===== config.mk =====
export PLATFORM = sky130hd
export DESIGN_NAME = frame_stream_sink_flat
export DESIGN_NICKNAME = d
export VERILOG_FILES = /design/src/rtl/frame_stream_sink_if.sv /design/src/rtl/frame_stream_sink.sv /design/src/flat_wrapper.sv
export SDC_FILE = /design/constraint.sdc
export NUM_CORES = 1
export LEC_CHECK = 0
export ABC_AREA = 1
export BUFFER_PORTS_ARGS = -buffer_cell sky130_fd_sc_hd__buf_2
export CAP_MARGIN = 20
export CORE_UTILIZATION = 55
export CTS_BUF_LIST = sky130_fd_sc_hd__clkbuf_8 sky130_fd_sc_hd__clkbuf_16
export DETAILED_ROUTE_END_ITERATION = 6
export PLACE_DENSITY = 0.77
export REMOVE_ABC_BUFFERS = 1
export SETUP_SLACK_MARGIN = 0.15
export SYNTH_ARGS = -nofsm -noshare
export SYNTH_HDL_FRONTEND = slang
export SYNTH_SLANG_ARGS = --single-unit

===== constraint.sdc =====
create_clock -name clk -period 4.44 [get_ports clk]
set_input_delay 0 -clock clk [delete_from_list [all_inputs] [get_ports clk]]
set_output_delay 0 -clock clk [all_outputs]
set_load 0.02 [all_outputs]

===== src/rtl/frame_stream_sink_if.sv =====
// Pixel stream carrying RGB444 beats with sop/eop framing and valid/ready handshake.
interface frame_stream_sink_if #(
    parameter int unsigned DATA_W = 12
);
    logic [DATA_W-1:0] data_in;
    logic              sop_in;
    logic              eop_in;
    logic              valid_in;
    logic              ready_out;

    modport master (output data_in, sop_in, eop_in, valid_in, input ready_out);
    modport slave  (input data_in, sop_in, eop_in, valid_in, output ready_out);
endinterface


===== src/rtl/frame_stream_sink.sv =====
// Stream sink: checks frame framing and turns accepted pixels into linear frame-buffer
// writes through a 2-entry skid buffer, so the upstream ready is a plain register.
module frame_stream_sink #(
    parameter int unsigned WIDTH  = 320,
    parameter int unsigned HEIGHT = 240,
    parameter int unsigned DATA_W = 12,
    parameter int unsigned ADDR_W = 17
) (
    input  logic                clk,
    input  logic                reset,
    frame_stream_sink_if.slave  s,
    output logic                wr_en,
    output logic [ADDR_W-1:0]   wr_addr,
    output logic [DATA_W-1:0]   wr_data,
    input  logic                wr_ready,
    output logic                frame_done,
    output logic                err_short,
    output logic                err_long,
    output logic [15:0]         frame_count
);
    localparam int unsigned       FRAME_PIXELS = WIDTH * HEIGHT;
    localparam logic [ADDR_W-1:0] LAST_IDX     = ADDR_W'(FRAME_PIXELS - 1);
    localparam bit                SINGLE_PIXEL = (FRAME_PIXELS == 1);

    typedef enum logic [1:0] {IDLE, ACTIVE, DISCARD} state_t;

    state_t              state_q, state_d;
    logic [ADDR_W-1:0]   cnt_q, cnt_d;
    logic                accept;
    logic                push;
    logic [ADDR_W-1:0]   push_addr;
    logic                done_d, short_d, long_d;

    // Second skid slot; the head slot is the wr_* output register itself.
    logic                sk_valid;
    logic [ADDR_W-1:0]   sk_addr;
    logic [DATA_W-1:0]   sk_data;
    logic                pop;
    logic                head_v, skid_v, ready_d;
    logic [ADDR_W-1:0]   head_a, skid_a;
    logic [DATA_W-1:0]   head_dt, skid_dt;

    assign accept = s.valid_in & s.ready_out;
    assign pop    = wr_en & wr_ready;

    // Framing FSM: decides per accepted beat whether it is written and which pulse fires.
    always_comb begin
        state_d   = state_q;
        cnt_d     = cnt_q;
        push      = 1'b0;
        push_addr = '0;
        done_d    = 1'b0;
        short_d   = 1'b0;
        long_d    = 1'b0;
        if (accept) begin
            if (s.sop_in) begin
                push      = 1'b1;
                push_addr = '0;
                short_d   = (state_q == ACTIVE);
                if (s.eop_in) begin
                    state_d = IDLE;
                    cnt_d   = '0;
                    if (SINGLE_PIXEL) done_d  = ~short_d;
                    else              short_d = 1'b1;
                end else if (SINGLE_PIXEL) begin
                    long_d  = 1'b1;
                    state_d = DISCARD;
                    cnt_d   = '0;
                end else begin
                    state_d = ACTIVE;
                    cnt_d   = ADDR_W'(1);
                end
            end else begin
                unique case (state_q)
                    ACTIVE: begin
                        push      = 1'b1;
                        push_addr = cnt_q;
                        if (s.eop_in) begin
                            if (cnt_q == LAST_IDX) done_d  = 1'b1;
                            else                   short_d = 1'b1;
                            state_d = IDLE;
                            cnt_d   = '0;
                        end else if (cnt_q == LAST_IDX) begin
                            long_d  = 1'b1;
                            state_d = DISCARD;
                            cnt_d   = '0;
                        end else begin
                            cnt_d = cnt_q + ADDR_W'(1);
                        end
                    end
                    DISCARD: begin
                        if (s.eop_in) state_d = IDLE;
                    end
                    default: ;
                endcase
            end
        end
    end

    // Skid update: pop first, refill head from the skid slot, then place the new write.
    always_comb begin
        head_v  = wr_en & ~pop;
        head_a  = wr_addr;
        head_dt = wr_data;
        skid_v  = sk_valid;
        skid_a  = sk_addr;
        skid_dt = sk_data;
        if (!head_v && skid_v) begin
            head_v  = 1'b1;
            head_a  = skid_a;
            head_dt = skid_dt;
            skid_v  = 1'b0;
        end
        if (push) begin
            if (!head_v) begin
                head_v  = 1'b1;
                head_a  = push_addr;
                head_dt = s.data_in;
            end else begin
                skid_v  = 1'b1;
                skid_a  = push_addr;
                skid_dt = s.data_in;
            end
        end
        ready_d = ~(head_v & skid_v);
    end

    always_ff @(posedge clk or negedge reset) begin
        if (!reset) begin
            state_q     <= IDLE;
            cnt_q       <= '0;
            sk_valid    <= 1'b0;
            sk_addr     <= '0;
            sk_data     <= '0;
            wr_en       <= 1'b0;
            wr_addr     <= '0;
            wr_data     <= '0;
            s.ready_out <= 1'b0;
            frame_done  <= 1'b0;
            err_short   <= 1'b0;
            err_long    <= 1'b0;
            frame_count <= '0;
        end else begin
            state_q     <= state_d;
            cnt_q       <= cnt_d;
            sk_valid    <= skid_v;
            sk_addr     <= skid_a;
            sk_data     <= skid_dt;
            wr_en       <= head_v;
            wr_addr     <= head_a;
            wr_data     <= head_dt;
            s.ready_out <= ready_d;
            frame_done  <= done_d;
            err_short   <= short_d;
            err_long    <= long_d;
            if (done_d) frame_count <= frame_count + 16'd1;
        end
    end
endmodule


===== src/flat_wrapper.sv =====
// flat-port wrapper written by rule: the top's interface ports become plain ports
module frame_stream_sink_flat 
#(
    parameter int unsigned WIDTH  = 320,
    parameter int unsigned HEIGHT = 240,
    parameter int unsigned DATA_W = 12,
    parameter int unsigned ADDR_W = 17
)
  (clk, reset, wr_en, wr_addr, wr_data, wr_ready, frame_done, err_short, err_long, frame_count, s_data_in, s_sop_in, s_eop_in, s_valid_in, s_ready_out);
  frame_stream_sink_if #(.DATA_W(DATA_W)) s_i ();
  input  logic clk;
  input  logic reset;
  output logic wr_en;
  output logic [ADDR_W-1:0] wr_addr;
  output logic [DATA_W-1:0] wr_data;
  input  logic wr_ready;
  output logic frame_done;
  output logic err_short;
  output logic err_long;
  output logic [15:0] frame_count;
  input wire logic [$bits(s_i.data_in)-1:0] s_data_in;
  input wire logic [$bits(s_i.sop_in)-1:0] s_sop_in;
  input wire logic [$bits(s_i.eop_in)-1:0] s_eop_in;
  input wire logic [$bits(s_i.valid_in)-1:0] s_valid_in;
  output wire logic [$bits(s_i.ready_out)-1:0] s_ready_out;
  assign s_i.data_in = s_data_in;
  assign s_i.sop_in = s_sop_in;
  assign s_i.eop_in = s_eop_in;
  assign s_i.valid_in = s_valid_in;
  assign s_ready_out = s_i.ready_out;
  frame_stream_sink #(.WIDTH(WIDTH), .HEIGHT(HEIGHT), .DATA_W(DATA_W), .ADDR_W(ADDR_W)) u_core (.clk(clk), .reset(reset), .s(s_i), .wr_en(wr_en), .wr_addr(wr_addr), .wr_data(wr_data), .wr_ready(wr_ready), .frame_done(frame_done), .err_short(err_short), .err_long(err_long), .frame_count(frame_count));
endmodule

; ---- Yosys cells after proc, flatten, opt, wreduce, memory -nomap -nowiden
; Cells that the tools add are included.
[op_classes]
add_sub_neg = 2
eq_ne = 5
mux = 43
bitwise_logic = 6
n_reduce_logical = 7
[ops]
columns = cell, count
row1 = $mux W17, 10
row2 = $mux W12, 3
row3 = $mux W1, 25
row4 = $add A17 B1 Y17 const B, 1
row5 = $eq A17 B17 Y1 const B, 1
row6 = $add A16 B1 Y16 const B, 1
row7 = $mux W2, 4
row8 = $and A1 B1 Y1, 4
row9 = $ne A4 B4 Y1 const B, 1
row10 = $pmux W2 S2, 1
row11 = $reduce_and A2 Y1, 2
row12 = $reduce_and A4 Y1, 1
row13 = $ne A3 B3 Y1 const B, 1
row14 = $reduce_bool A3 Y1, 1
row15 = $eq A2 B1 Y1 const B, 1
row16 = $eq A2 B2 Y1 const B, 1
row17 = $not A1 Y1, 2
row18 = $reduce_bool A2 Y1, 1
row19 = $logic_and A1 B1 Y1, 1
row20 = $logic_not A1 Y1, 1
[totals]
regBits = 99
input_bits = 18
output_inout_bits = 50
elab_cells = 76

; ---- Longest topological paths before layout
; Gate-level depths: netlist of the first run.
[depth]
depth_word = 10
depth_mapped = 12
mapped_depth_nobuf = 11

; ---- Worst setup path after synthesis of the first run
; Ideal clock, no wire load.
[synth_timing]
kind = register -> register
start = register u_core.s.ready_out
end = register u_core.cnt_q[10]
setup_ps = 120
arrival_time_ps = 1457
t_required_ps = 4320
path_slack_ps = 2863
path_stages_with_launch = 11
path_buffers = 1
synth_period_minus_slack_ps = 1577
cell_sequence = dfrtp_1 -> nand2_2 -> inv_2 -> nand2_4 -> buf_6 -> nor2_4 -> nand2_1 -> inv_1 -> nand2_1 -> o21ai_0 -> nor2_1
[synth_between]
elab_chain_cells = 2
[synth_rtl]
columns = item, line_no
row1 = from (decl), frame_stream_sink_if.sv:12  ; modport slave (input data_in, sop_in, eop_in, valid_in, output ready_out);
row2 = from (signal assigned), frame_stream_sink.sv:152  ; s.ready_out <= ready_d;
row3 = $and A1 B1 Y1, frame_stream_sink.sv:43  ; assign accept = s.valid_in & s.ready_out;
row4 = $reduce_and A2 Y1 (no line), -
row5 = to (signal assigned), frame_stream_sink.sv:145  ; cnt_q <= cnt_d;
row6 = to (decl), frame_stream_sink.sv:28  ; logic [ADDR_W-1:0] cnt_q, cnt_d;
; No other way between the ends.
; A chain may end at the register's enable or synchronous reset.

; ---- Worst setup path in the final report of the first run
[layout_timing]
start = register u_core.wr_en
end = register u_core.sk_addr[16]
[layout_between]
elab_chain_cells = 7
[layout_rtl]
columns = item, line_no
row1 = from (decl), frame_stream_sink.sv:12  ; output logic wr_en,
row2 = from (signal assigned), frame_stream_sink.sv:149  ; wr_en <= head_v;
row3 = $and A1 B1 Y1, frame_stream_sink.sv:44  ; assign pop = wr_en & wr_ready;
row4 = $not A1 Y1, frame_stream_sink.sv:102  ; head_v = wr_en & ~pop;
row5 = $and A1 B1 Y1 *, frame_stream_sink.sv:102
row6 = $logic_not A1 Y1, frame_stream_sink.sv:108  ; if (!head_v && skid_v) begin
row7 = $logic_and A1 B1 Y1, frame_stream_sink.sv:108
row8 = $mux W1 *, frame_stream_sink.sv:108
row9 = $reduce_and A2 Y1 (no line) *, -
row10 = to (signal assigned), frame_stream_sink.sv:147  ; sk_addr <= skid_a;
row11 = to (decl), frame_stream_sink.sv:36  ; logic [ADDR_W-1:0] sk_addr;
; Every way passes the cells marked *; elsewhere a longest branch is shown, timed or not.

==> results.cfg, run 1 <==
[pwr]
internal_power_uw = 1573
net-switching-power_uw = 836.6
p_leak_uw = 0.002791
irDropWorstVdd_v = 0.0003320
power_frac_comb = 0.258
pwr-share-seq = 0.496
power_uw = 2410
pwr_density_cell_mw_per_mm2 = 428.8
pwr-share-clk = 0.246
power.share.switching = 0.3472

[route]
wl_um = 10710
wl_per_cell_um = 13.26
vias = 4268
highest_layer = met4
viasPerCell = 5.282
dr_wl_met2_um = 5091
drc = 0
wl_met1_um = 5021
antenna_left = 0
met3_length_um = 423
drt-initial-drc-count = 225
dr.pass1.iters = 5

[synth]
synth.area.top_cells = dfrtp_1 (51%), nand2_1 (15%), nor2_1 (6.2%), nand3_1 (4.6%), inv_1 (4.6%)
netlist_area_mm2 = 0.004858
netlist_top_cells_count = nand2_1 (188), dfrtp_1 (99), nor2_1 (80), inv_1 (59), nand3_1 (45)
synth_ff_type = dfrtp_1
yosysSeqAreaShare = 0.5099
synthesis.instances = 623
postSynth.asyncResetShare = 1.000
yosys.area.top_type_share = 0.5099
synth_warnings = 0
synth_edf_count = 0
syn_area_per_cell_um2 = 7.798
yosys.area.top_type = dfrtp_1
synth_most_common_cell = nand2_1
yosys.cell_types.count = 32
ys_ff_latch = 99

[timing]
setup_viol = 0
max-slew-margin-rel = 0.5079
fmax_mhz = 382.7
layout_min_cycle_time_ns = 2.613
rsz0062_at_grt = no
fin_crit_sh = 0.5885
maxSlewViolCount = 0
hold_viol = 0
worst_pin_slew_ns = 0.7364
finClkSkew_ns = 0.01307
fin_tns_setup_ns = 0

[grt]
grtUsageTotal = 0.2538
grt_max_degree = 54
antenna_found_initial = 0
grt_first_pass_wirelength_um = 18020
overflow = 0
grt_pass1_vias = 3960

[min_path]
holdPathEnd = u_core.frame_done
holdCritStartpoint = s_valid_in
holdCritPathClass = input pin to flip-flop
min_path_cells = 3

[setup_path]
startpoint_type = flip-flop
path_class = flip-flop to flip-flop
path_max_fanout = 36
r2r_cells = 6
cp_common_cell = nand2_1
slowest_delay_ns = 0.61
r2r_slack_ns = 1.83
crit_slowest_cell = nor2_4
reg2reg_from = u_core.wr_en
worstPathArrival_ns = 2.86
crit_chain = nand2_1 > nand2_1 > inv_1 > nor2_4 > inv_2 > o31ai_1
reg2reg_to = u_core.sk_addr[16]
crit_path_end_kind = flip-flop
crit_required_ns = 4.69

[cells_and_area]
n_antenna_cell = 0
nNetsFinal = 719
layout-drive-gt1-share = 0.1550
design_area_mm2 = 0.005620
areaGrowthSynthToFinish_pct = 15.68
fill_cells = 731
fin_util = 0.6705

[cts]
clk_latency_ns = 0.36
cts_buffer_depth = 2
cts_tree = yes
cts-htree-levels = 3
cts.sinks = 99
cts_buffers = 9
clockRootBuffer = clkbuf_8
path_clk_slew_ns = 0.09

[placed_design]
portBuffers = 67
gp_congestion = 0.8531
dp_hpwl_um = 7439
placed_cell_area_mm2 = 0.005244

[die]
die_h_um = 95.99
coreArea_mm2 = 0.008382
pin_count = 68
initial_utilization = 0.5796
die_area_mm2 = 0.009213
die_x_um = 95.99
row_count = 33

[flow_run]
cap_violations = 0

[outcome]
status = finished, final reports clean
-- worst max-delay path: cells and delay by family (launching register included) --
kind            cells  cell delay [ns]
compound gates      1             0.32
buf+inv             2             0.48
flops               1             0.36
simple gates        3             1.33
-- state kept, by name, indices dropped and copies added (netlist names), 2 cells and up --
register / flops
u_core.cnt_q: 17
u_core.sk_addr: 17
u_core.wr_addr: 17
u_core.frame_count: 16
u_core.sk_data: 12
u_core.wr_data: 12
u_core.state_q: 2
-- power groups by stage --
| stage | Combinational [uW] | Clock (uW) | Sequential [uW] |
|---|---|---|---|
| after floorplan | 254 | 0 | 1340 |
| after global placement | 597 | 0 | 1200 |
| after detailed placement | 613 | 0 | 1210 |
| after CTS | 621 | 601 | 1190 |
| after global routing | 692 | 631 | 1210 |
| final | 622 | 593 | 1190 |
-- layer usage --
layer | track usage | vias to the layer above
li1 | - | 2150
met1 | 0.3453 | 1998
met2 | 0.4161 | 103
met3 | 0.03791 | 17
met4 | 0.08582 | 0
met5 | 0 | -
-- logic make-up after synthesis --
family / after synthesis / synth area share
adder cells (fa/ha/maj): 2 / 0.005150
AND/OR/NAND/NOR: 364 / 0.3265
flip-flops: 99 / 0.5099
buffers and inverters: 87 / 0.07263
XOR/XNOR: 4 / 0.007210
multiplexers: 1 / 0.002060
AO/OA/AOI/OAI: 66 / 0.07649
-- cell usage in the layout, fill, tap and decap left out, types with 3 or more instances in the layout --
cell type,instances
inv_2,7
nand3_1,45
dlygate4sd3_1,15
nor3_1,17
nor2_2,4
nor2_1,80
nand2_1,188
a21oi_1,11
clkinvlp_4,3
inv_1,59
nand3b_1,6
xor2_1,4
dfrtp_1,99
clkbuf_8,10
buf_2,66
a31oi_1,21
nand2_2,4
buf_4,3
nor2_4,5
o21ai_0,27
nand4_1,10
-- repair_timing --
item                                    in CTS  in global routing
endpoints found under the setup margin       0                  0
setup buffers                                0                  0
endpoints found under the hold margin       79                  0
resized for setup                            0                  0
hold buffers                                15                  0
-- layout make-up --
cell class                 count  area [um^2]  share of cell area
clock inverter                 5        61.31             0.01091
clock buffer                  10        137.6             0.02449
inverter                      67        254.0             0.04519
sequential                    99         2477              0.4408
timing repair buffer          85        530.5             0.09439
multi-input combinational    437         2028              0.3609
tap                          105        131.4             0.02337
-- through the flow --
| stage | hold slack [ns] | cells | setup WS [ns] |
|---|---|---|---|
| after floorplan | -0.2956 | 603 | 2.286 |
| after global placement | 0.08167 | 777 | 1.971 |
| after detailed placement | 0.08793 | 777 | 1.843 |
| after CTS | 0.05493 | 807 | 1.807 |
| after global routing | 0.05880 | 808 | 1.529 |
| final | 0.05530 | 808 | 1.827 |
-- worst max path at each step --
stage | slack (ns) | end | depth (start not counted) | from
CTS | 1.81 | u_core.sk_addr[16] | 6 | u_core.wr_en
global placement | 1.97 | u_core.wr_addr[12] | 6 | u_core.wr_en
global route | 1.53 | u_core.sk_addr[16] | 6 | u_core.wr_en
finish | 1.83 | u_core.sk_addr[16] | 6 | u_core.wr_en
detailed placement | 1.84 | u_core.sk_addr[16] | 6 | u_core.wr_en
floorplan | 2.29 | u_core.wr_addr[12] | 6 | u_core.wr_en
Power figures use the tool's default switching activity.
==> run 2: changes to the inputs <==
CORE_UTILIZATION = 52   (was 55)
PLACE_DENSITY = 0.76   (was 0.77)
clock period = 2.33 ns   (was 4.44 ns; I/O delays follow)
==> run 2 against run 1 <==
Hold slack got worse by 0.019 ns; power rose by 90%; sequential power rose by 90%; combinational power rose by 96%; core utilization fell by 3.5 points; wire length rose by 6.0%; non-clock buffer count rose by 6; global-route usage fell by 0.59 points; critical endpoint is now u_core.frame_count[12]; largest cell class unchanged.
==> results.cfg, run 2 (synthesis gave the netlist of run 1 again) <==
[cts]
post_cts_buffers = 0
cts_resized = 0
cts.sinks = 99
cts_tree = yes
clk_latency_ns = 0.37
cts-htree-levels = 3
cts_buffers = 9
clockRootBuffer = clkbuf_8
path_clk_slew_ns = 0.10
cts_buffer_depth = 2

[timing]
worst_pin_slew_ns = 0.4333
fin_crit_sh = 0.7925
rsz0062_at_grt = no
hold_viol = 0
layout_min_cycle_time_ns = 1.847
maxSlewViolCount = 0
finClkSkew_ns = 0.01277
max-slew-margin-rel = 0.7101
fmax_mhz = 541.5
setup_viol = 0
fin_tns_setup_ns = 0
layout_setup_ws_ns = 0.4834

[placed_design]
portBuffers = 67
pre_cts_ws_ns = 0.5049
gp_congestion = 0.8969
dp_hpwl_um = 7899

[cells_and_area]
areaGrowthSynthToFinish_pct = 16.33
n_antenna_cell = 0
mostFrequentLayoutCells = nand2_1 (188), dfrtp_1 (99), nor2_1 (80), buf_2 (66), inv_1 (59)
nNetsFinal = 725
fin_util = 0.6357
layout_commonest_cell = nand2_1
reg_top3 = u_core.cnt_q x17, u_core.sk_addr x17, u_core.wr_addr x17
layout-drive-gt1-share = 0.1648
fill_cells = 775

[die]
die_area_mm2 = 0.009734
initial_utilization = 0.5464
pin_count = 68
coreArea_mm2 = 0.008891
die_h_um = 98.66
row_count = 34
die_x_um = 98.66

[setup_path]
reg2reg_from = u_core.cnt_q[0]
crit_slowest_cell = dfrtp_1
slowest_delay_ns = 0.40
path_class = flip-flop to flip-flop
crit_family = simple AND/OR/NAND/NOR gates
path_max_fanout = 9
startpoint_type = flip-flop
startpoint = u_core.cnt_q[0]
crit_required_ns = 2.59
cp_num_buf_inv = 3
crit_chain = ha_1 > inv_1 > nor2_2 > nand2_1 > inv_2 > nand4_2 > inv_2 > nand2_1 > nand2_1 > nand2_1
cp_common_cell = nand2_1
worstPathArrival_ns = 2.11
crit_path_end_kind = flip-flop

[route]
drc = 0
wl_per_cell_um = 13.88
dr.pass1.iters = 4
wl_um = 11360
drt-initial-drc-count = 248
viasPerCell = 5.293
vias = 4330
antenna_left = 0

[grt]
overflow = 0
grt_max_degree = 57
antenna_found_initial = 0
grtUsageTotal = 0.2479
grt_first_pass_wirelength_um = 19460
grt_pass1_vias = 4248

[pwr]
irDropWorstVdd_v = 0.0006301
p_leak_uw = 0.002828
pwr_density_cell_mw_per_mm2 = 811.3

[min_path]
holdCritPathClass = input pin to flip-flop
holdCritStartpoint = s_eop_in

[outcome]
status = finished, final reports clean

[flow_run]
cap_violations = 0
run 2: cell count changes in the layout (fill, tap and decap cells not counted), sizes merged:
| cell | delta |
|---|---|
| dlygate4sd3 | -1 |
| bufinv | -1 |
| clkinvlp | -3 |
| buf | +7 |
| inv | +3 |
| clkinv | +2 |
run 2: worst paths after layout:
check                                         end  slack (ns)  depth (start not counted)
min in group asynchronous        u_core.cnt_q[12]        0.07                          2
max reg2reg                u_core.frame_count[12]        0.48                         10
max                        u_core.frame_count[12]        0.48                         10
max in group asynchronous      u_core.wr_addr[11]        1.65                          3
min                             u_core.state_q[0]        0.04                          4
min reg2reg                     u_core.sk_data[2]        0.48                          2
run 2: area by class of cell:
cell class	instances	area (um^2)	share of cell area
clock buffer	10	137.6	0.02435
clock inverter	6	53.80	0.009520
inverter	67	254.0	0.04494
multi-input combinational	437	2028	0.3589
sequential	99	2477	0.4383
tap	108	135.1	0.02391
timing repair buffer	91	565.5	0.1001
run 2: metrics by stage:
stage / area (um^2) / hold slack (ns) / power [uW] / instances
global route: 5652 / 0.05801 / 4829 / 818
CTS: 5652 / 0.02644 / 4597 / 818
finish: 5652 / 0.03653 / 4585 / 818
global placement: 5320 / -0.06814 / 3453 / 788
detailed placement: 5320 / -0.06571 / 3495 / 788
floorplan: 4760 / -0.2956 / 3027 / 603
run 2: worst reg2reg max path: cells and delay by family (launching register included):
kind / cells / cell delay, ns
fa+ha+maj: 1 / 0.15
simple gates: 6 / 0.78
flops: 1 / 0.40
buf+inv: 3 / 0.39
run 2: what timing repair did:
action                                 CTS  global route
endpoints found under the hold margin  125             0
setup endpoints to repair                0             0
hold buffers                            14             0
run 2: report_power, final:
group / internal (uW) / total, uW / switching (uW)
clock: 441 / 1100 / 658
combinational: 414 / 1220 / 808
sequential: 2070 / 2260 / 197
run 2: per-layer routing:
layer  global-route usage  up-vias  routed length, um
met5                    0        -                  0
met1               0.3366     2006               5184
met2               0.4117      143               5342
li1                     -     2161                  -
met4              0.08037        0                198
met3              0.03759       20                632
